## config.mk

```make
export PLATFORM = sky130hd
export DESIGN_NAME = fir_mac_n
export DESIGN_NICKNAME = d
export VERILOG_FILES = /design/src/rtl/fir_pkg.sv /design/src/rtl/fir_mac_n_delay_line.sv /design/src/rtl/fir_mac_n.sv
export SDC_FILE = /design/constraint.sdc
export NUM_CORES = 2
export LEC_CHECK = 0
export BUFFER_PORTS_ARGS = -buffer_cell sky130_fd_sc_hd__buf_2
export CORE_MARGIN = 5
export CORE_UTILIZATION = 70
export CTS_CLUSTER_SIZE = 16
export DETAILED_ROUTE_END_ITERATION = 10
export PLACE_DENSITY = 0.88
export SYNTH_ARGS = -nofsm -noshare
export SYNTH_HDL_FRONTEND = slang
export SYNTH_SLANG_ARGS = --single-unit
```

## constraint.sdc

```tcl
create_clock -name clk -period 24.6 [get_ports clk]
set_clock_uncertainty 0.05 [all_clocks]
set_input_delay 4.92 -clock clk [delete_from_list [all_inputs] [get_ports clk]]
set_output_delay 4.92 -clock clk [all_outputs]
set_load 0.02 [all_outputs]
```

## src/rtl/fir_pkg.sv

```systemverilog
// Shared types and arithmetic helpers for the time-multiplexed FIR.
// Functions take a wide operand so one helper serves any width.
package fir_pkg;

  typedef enum logic [1:0] {
    IDLE,
    MAC,
    DONE
  } state_e;

  localparam int MAXW = 128;

  function automatic int acc_w(
    input int n,
    input int cw,
    input int taps
  );
    return n + cw + $clog2(taps);
  endfunction

  // Clamp v to the signed n-bit range, or pass through for wrap;
  // the caller keeps the low n bits.
  function automatic logic signed [MAXW-1:0] sat_trunc(
    input logic signed [MAXW-1:0] v,
    input int                     n,
    input bit                     sat
  );
    logic signed [MAXW-1:0] hi;
    logic signed [MAXW-1:0] lo;
    hi = {MAXW{1'b1}} >> (MAXW - n + 1);
    lo = ~hi;
    if (!sat)    return v;
    if (v > hi)  return hi;
    if (v < lo)  return lo;
    return v;
  endfunction

  function automatic int ptr_wrap(
    input int p,
    input int taps
  );
    return ((p % taps) + taps) % taps;
  endfunction

endpackage

```

## src/rtl/fir_mac_n_delay_line.sv

```systemverilog
// Per-channel circular sample buffers with one write and one read port.
// Reads are addressed relative to the newest sample of a channel.
module fir_delay_line
  import fir_pkg::*;
#(
  parameter int N        = 32,
  parameter int TAPS     = 4,
  parameter int CHANNELS = 1,
  parameter int CHW      = 1,
  parameter int AW       = 2
) (
  input  logic                clk,
  input  logic                rst_n,
  input  logic                we,
  input  logic [CHW-1:0]      wch,
  input  logic signed [N-1:0] wdata,
  input  logic [CHW-1:0]      rch,
  input  logic [AW-1:0]       rk,
  output logic signed [N-1:0] rdata
);

  logic signed [N-1:0] mem_q [CHANNELS][TAPS];
  logic signed [N-1:0] mem_d [CHANNELS][TAPS];
  logic [AW-1:0]       ptr_q [CHANNELS];
  logic [AW-1:0]       ptr_d [CHANNELS];

  always_comb begin
    mem_d = mem_q;
    ptr_d = ptr_q;
    if (we) begin
      mem_d[wch][ptr_q[wch]] = wdata;
      ptr_d[wch] = AW'(ptr_wrap(int'(ptr_q[wch]) + 1, TAPS));
    end
  end

  // The pointer marks the next free slot, so the newest is one behind it.
  always_comb begin
    rdata = mem_q[rch][AW'(ptr_wrap(int'(ptr_q[rch]) - 1 - int'(rk), TAPS))];
  end

  always_ff @(posedge clk or negedge rst_n) begin
    if (!rst_n) begin
      for (int c = 0; c < CHANNELS; c++) begin
        ptr_q[c] <= '0;
        for (int t = 0; t < TAPS; t++) begin
          mem_q[c][t] <= '0;
        end
      end
    end else begin
      mem_q <= mem_d;
      ptr_q <= ptr_d;
    end
  end

endmodule

```

## src/rtl/fir_mac_n.sv

```systemverilog
// Multi-channel FIR sharing one multiply-accumulate over TAPS cycles.
// Holds coefficients, the control FSM, the accumulator and output stage.
module fir_mac_n
  import fir_pkg::*;
#(
  parameter int N        = 32,
  parameter int COEF_W   = 32,
  parameter int TAPS     = 4,
  parameter int CHANNELS = 1,
  parameter int SHIFT    = 0,
  parameter int SATURATE = 1,
  localparam int CHW     = (CHANNELS > 1) ? $clog2(CHANNELS) : 1,
  localparam int AW      = $clog2(TAPS)
) (
  input  logic                     clk,
  input  logic                     rst_n,
  input  logic                     ena,
  input  logic signed [N-1:0]      in_data,
  input  logic [CHW-1:0]           in_ch,
  input  logic                     in_valid,
  output logic                     in_ready,
  input  logic                     coef_we,
  input  logic [AW-1:0]            coef_addr,
  input  logic signed [COEF_W-1:0] coef_data,
  output logic signed [N-1:0]      out_data,
  output logic [CHW-1:0]           out_ch,
  output logic                     out_valid
);

  localparam int ACC_W = acc_w(N, COEF_W, TAPS);
  localparam int PW    = N + COEF_W;

  state_e                    state_q, state_d;
  logic [AW-1:0]             k_q, k_d;
  logic signed [ACC_W-1:0]   acc_q, acc_d;
  logic [CHW-1:0]            ch_q, ch_d;
  logic signed [COEF_W-1:0]  coef_q [TAPS];
  logic signed [COEF_W-1:0]  coef_d [TAPS];
  logic signed [N-1:0]       odata_q, odata_d;
  logic [CHW-1:0]            och_q, och_d;
  logic                      ov_q, ov_d;

  logic                      accept;
  logic                      ch_ok;
  logic signed [N-1:0]       x;
  logic signed [COEF_W-1:0]  b;
  logic signed [PW-1:0]      x_ext;
  logic signed [PW-1:0]      b_ext;
  logic signed [PW-1:0]      prod;
  logic signed [ACC_W-1:0]   shifted;

  assign in_ready  = rst_n & ena & (state_q == IDLE);
  assign accept    = in_valid & in_ready;
  assign ch_ok     = int'(in_ch) < CHANNELS;
  assign out_data  = odata_q;
  assign out_ch    = och_q;
  assign out_valid = ov_q & ena;

  fir_delay_line #(
    .N        (N),
    .TAPS     (TAPS),
    .CHANNELS (CHANNELS),
    .CHW      (CHW),
    .AW       (AW)
  ) u_dl (
    .clk   (clk),
    .rst_n (rst_n),
    .we    (accept & ch_ok),
    .wch   (in_ch),
    .wdata (in_data),
    .rch   (ch_q),
    .rk    (k_q),
    .rdata (x)
  );

  assign b       = coef_q[k_q];
  assign x_ext   = {{COEF_W{x[N-1]}}, x};
  assign b_ext   = {{N{b[COEF_W-1]}}, b};
  assign prod    = x_ext * b_ext;
  assign shifted = acc_q >>> SHIFT;

  always_comb begin
    state_d = state_q;
    k_d     = k_q;
    acc_d   = acc_q;
    ch_d    = ch_q;
    coef_d  = coef_q;
    odata_d = odata_q;
    och_d   = och_q;
    ov_d    = ov_q;
    if (ena) begin
      ov_d = 1'b0;
      unique case (1'b1)
        (state_q == IDLE): begin
          if (coef_we && (32'(coef_addr) < TAPS)) begin
            coef_d[coef_addr] = coef_data;
          end
          if (accept && ch_ok) begin
            state_d = MAC;
            k_d     = '0;
            acc_d   = '0;
            ch_d    = in_ch;
          end
        end
        (state_q == MAC): begin
          acc_d = acc_q + ACC_W'(prod);
          k_d   = k_q + 1'b1;
          if (k_q == AW'(TAPS - 1)) begin
            state_d = DONE;
          end
        end
        (state_q == DONE): begin
          odata_d = N'(sat_trunc(MAXW'(shifted), N, SATURATE != 0));
          och_d   = ch_q;
          ov_d    = 1'b1;
          state_d = IDLE;
        end
        default: state_d = IDLE;
      endcase
    end
  end

  always_ff @(posedge clk or negedge rst_n) begin
    if (!rst_n) begin
      state_q <= IDLE;
      k_q     <= '0;
      acc_q   <= '0;
      ch_q    <= '0;
      odata_q <= '0;
      och_q   <= '0;
      ov_q    <= 1'b0;
      for (int t = 0; t < TAPS; t++) begin
        coef_q[t] <= '0;
      end
    end else begin
      state_q <= state_d;
      k_q     <= k_d;
      acc_q   <= acc_d;
      ch_q    <= ch_d;
      coef_q  <= coef_d;
      odata_q <= odata_d;
      och_q   <= och_d;
      ov_q    <= ov_d;
    end
  end

endmodule

```

==> impl_results.md <==
- Slowest stage cell, crit path: o21a_1
- PortBufs: 106
- Synthesized area: 0.0558 sq mm
- Yosys top cell by area: fa_1
- Initial antenna violation count: 9
- Adder-cell share of the synthesized area: 49.3%
- Die W: slightly below 300 um
- Crit path max-delay family: adder cells
- Final wirelength: between 150 and 200 mm
- Number of clock sinks: around 360
- FMAX: between 0.08 and 0.09 GHz
- Cts hold-fix bufs: 0
- Hold Crit Class: reg -> reg
- Final worst path period need: 11.13 ns
- Area growth syn-to-layout: 5.33%
- Skew-Pair Late Insertion Delay: about 0.63 ns
- CTS tree: done
- Synth Register Bits: 363
- Initial Util: approximately 71%
- Synthesized Nets: 7,302
- Total die area: 0.0855 sq mm
- Post-Synthesis Cells: slightly below 6,000
- Post-synth ARST share: 100%
- Average routed wire per standard cell: 24.6 um
- Clock Root Buffer: clkbuf_16
- Crit Path Max Fanout: 63
- Synth Area per Inst: 9.68 sq um
- Number of vias per cell: between 6 and 7
- Nets: 7,254
- Complex-gate fraction of the synthesized area: 4.74%
- Die Span Y: 292 um
- Worst-path clk slew: 0.06 ns
- Max-cap viol count: 0
- Drt drc: 3
- DRT iter0 DRCs: 4,695
- Synth unique cells: 64
- Seq/Total Area, Yosys: roughly 16%
- Relative slew slack: 3.30%
- Layout cells sized above 1: a little over a tenth
- Synth Flop Type: dfrtp_1
- Top cell by count, worst path: fa_1
- Largest family of logic cells by synthesized area: adder cells
- RSZ-0062 raised after global routing: false
- Crit path launch type: flop
- Post-synth EDFFs: 0
- Synth Area in XOR/XNOR: 1.16%
- Endpoints failing hold: 0
- Fin Setup TNS: 0 ns
- Remaining antenna violation count: 0
- Slew Viols, Final: 0
- First-pass GRT wire length: 263 mm
- CP required: 25.04 ns
- Worst-margin pin slew: 1.45 ns
- CTS Buf Count: 41
- Vias in the first global route: 48,200
- Largest net degree at the start of global routing: 201
- Post-CTS setup buffers: 0
- Buffer depth of the longest clock path: 3
- CP bufs+invs: 7
- Htree depth: 2
- # rows: 103
- Final period util: 45.2%
- CP endpoint kind: flop
- Final setup fails: 0
- GP Congestion: between 1 and 1.5
- Cells taking the most area after synthesis: fa_1, dfrtp_1, inv_1, nand2_1, mux2_2
- YS warnings: 0
- Crit Path Class: reg -> reg
- Remaining global-route overflow: 0
- Failing checks: DRC
- Gr usage total: between 40% and 50%
- CP max stage delay: 1.13 ns
- Final HPWL DP: ~130 mm
- CP arrival: 11.57 ns
- Core ar.: ~0.079 sq mm
- Gates resized, CTS repair: 0
- Post-Synth Simple-Gate Area: 11.3%
- I/O pin cnt: 107
- Status: finished, violations left
- Pre-Repair DR Iteration Count: 11
- Routed via count: 42,800
- Mux contribution to synthesized area: under 10%
- Top-area cell type share of the netlist area: 44.2%
final cells by class:
type / count / area [sq um]
multi-input cells: 3830 / 40900
fillers: 4984 / 20200
flip-flops and latches: 363 / 9090
inverters: 1292 / 4850
well taps: 1050 / 1310
repair buffers: 193 / 1210
clock buffers: 55 / 1150
clock inverters: 17 / 226
diodes: 9 / 22.5
through the flow:
| step | util (%) | instances | hold slack, ns | setup WS (ns) | area (sq um) |
|---|---|---|---|---|---|
| 2_1_floorplan | - | 5769 | 0.396 | 14.37 | 55800 |
| 3_3_place_gp | 72.7 | 6728 | 0.418 | 13.95 | 57400 |
| 3_5_place_dp | 72.7 | 6728 | 0.423 | 13.82 | 57400 |
| 4_1_cts | 74.4 | 6800 | 0.437 | 13.78 | 58800 |
| 5_1_grt | 74.4 | 6801 | 0.450 | 13.11 | 58800 |
| 6_report | 74.4 | 6809 | 0.431 | 13.47 | 58800 |
layer usage:
metal / vias up / track usage, % / share of wire (%)
li1: 17000 / - / -
met1: 21400 / 44.4 / 30
met2: 3045 / 62.9 / 46
met3: 1273 / 15.3 / 13
met4: 8 / 31.2 / 11
met5: - / 0.776 / 0.11
flip-flops by register name, summed over array words and instances (netlist names):
register	cells
out_data	32
coef_q	128
u_dl.ptr_q	2
u_dl.mem_q	128
out_ch	1
state_q	2
ch_q	1
k_q	2
acc_q	66
ov_q	1
cells in the final DEF, fill, tap and decap left out, types with 7 or more instances in the layout:
master	netlist	routed
and3_1	8	8
o21a_1	45	45
mux2_2	275	275
nand3_1	50	50
nand4_1	32	32
a22o_1	8	8
clkbuf_1	192	7
a31oi_1	12	12
o21ai_1	25	9
inv_1	1292	1291
xor2_1	22	21
nand2b_1	25	25
diode_2	0	9
nor3_1	12	11
ha_1	228	227
o21ai_0	131	111
a21o_1	32	32
nand2_1	839	838
xnor2_1	52	51
a21oi_1	108	108
dfrtp_1	363	361
mux2i_1	19	19
buf_4	0	86
nor2_1	509	508
buf_2	60	105
nor4_1	10	10
o21ai_2	0	34
clkbuf_16	0	41
nor2b_1	8	8
fa_1	1233	1233
mux4_2	15	15
and2_1	47	47
o31ai_1	8	8
o21bai_1	15	15
clkbuf_8	0	7
final timing paths:
path / start / cells past startpoint / slack, ns / to
max: u_dl.ptr_q[0]$_DFFE_PN0P_ / 32 / 13.47 / acc_q[63]$_DFFE_PN0P_
min: ov_q$_DFFE_PN0P_ / 1 / 0.43 / ov_q$_DFFE_PN0P_
max reg2reg: u_dl.ptr_q[0]$_DFFE_PN0P_ / 32 / 13.47 / acc_q[63]$_DFFE_PN0P_
min reg2reg: ov_q$_DFFE_PN0P_ / 1 / 0.43 / ov_q$_DFFE_PN0P_
max in group asynchronous: rst_n / 3 / 17.99 / k_q[1]$_DFFE_PN0P_
min in group asynchronous: rst_n / 1 / 4.13 / out_data[14]$_DFFE_PN0P_
synth_stat cells, types with 22 or more instances:
| library cell | instances |
|---|---|
| nor2_1 | 509 |
| mux2_2 | 275 |
| and2_1 | 47 |
| o21ai_0 | 131 |
| xnor2_1 | 52 |
| nand3_1 | 50 |
| nand2_1 | 839 |
| o21ai_1 | 25 |
| fa_1 | 1233 |
| o21a_1 | 45 |
| nand4_1 | 32 |
| dfrtp_1 | 363 |
| nand2b_1 | 25 |
| ha_1 | 228 |
| buf_2 | 60 |
| a21o_1 | 32 |
| clkbuf_1 | 192 |
| inv_1 | 1292 |
| xor2_1 | 22 |
| buf_1 | 30 |
| a21oi_1 | 108 |
cells by family (layout without fill, tap and decap cells):
logic type | after synthesis | count (layout)
AO/OA/AOI/OAI | 432 | 432
other | 0 | 9
flip-flops | 363 | 363
XOR/XNOR | 74 | 74
AND/OR/NAND/NOR | 1554 | 1554
adder cells (fa/ha/maj) | 1461 | 1461
multiplexers | 309 | 309
buffers and inverters | 1576 | 1557
Power is not shown: default switching activity piles up to over one toggle a cycle in this logic, so the estimate is an artifact.
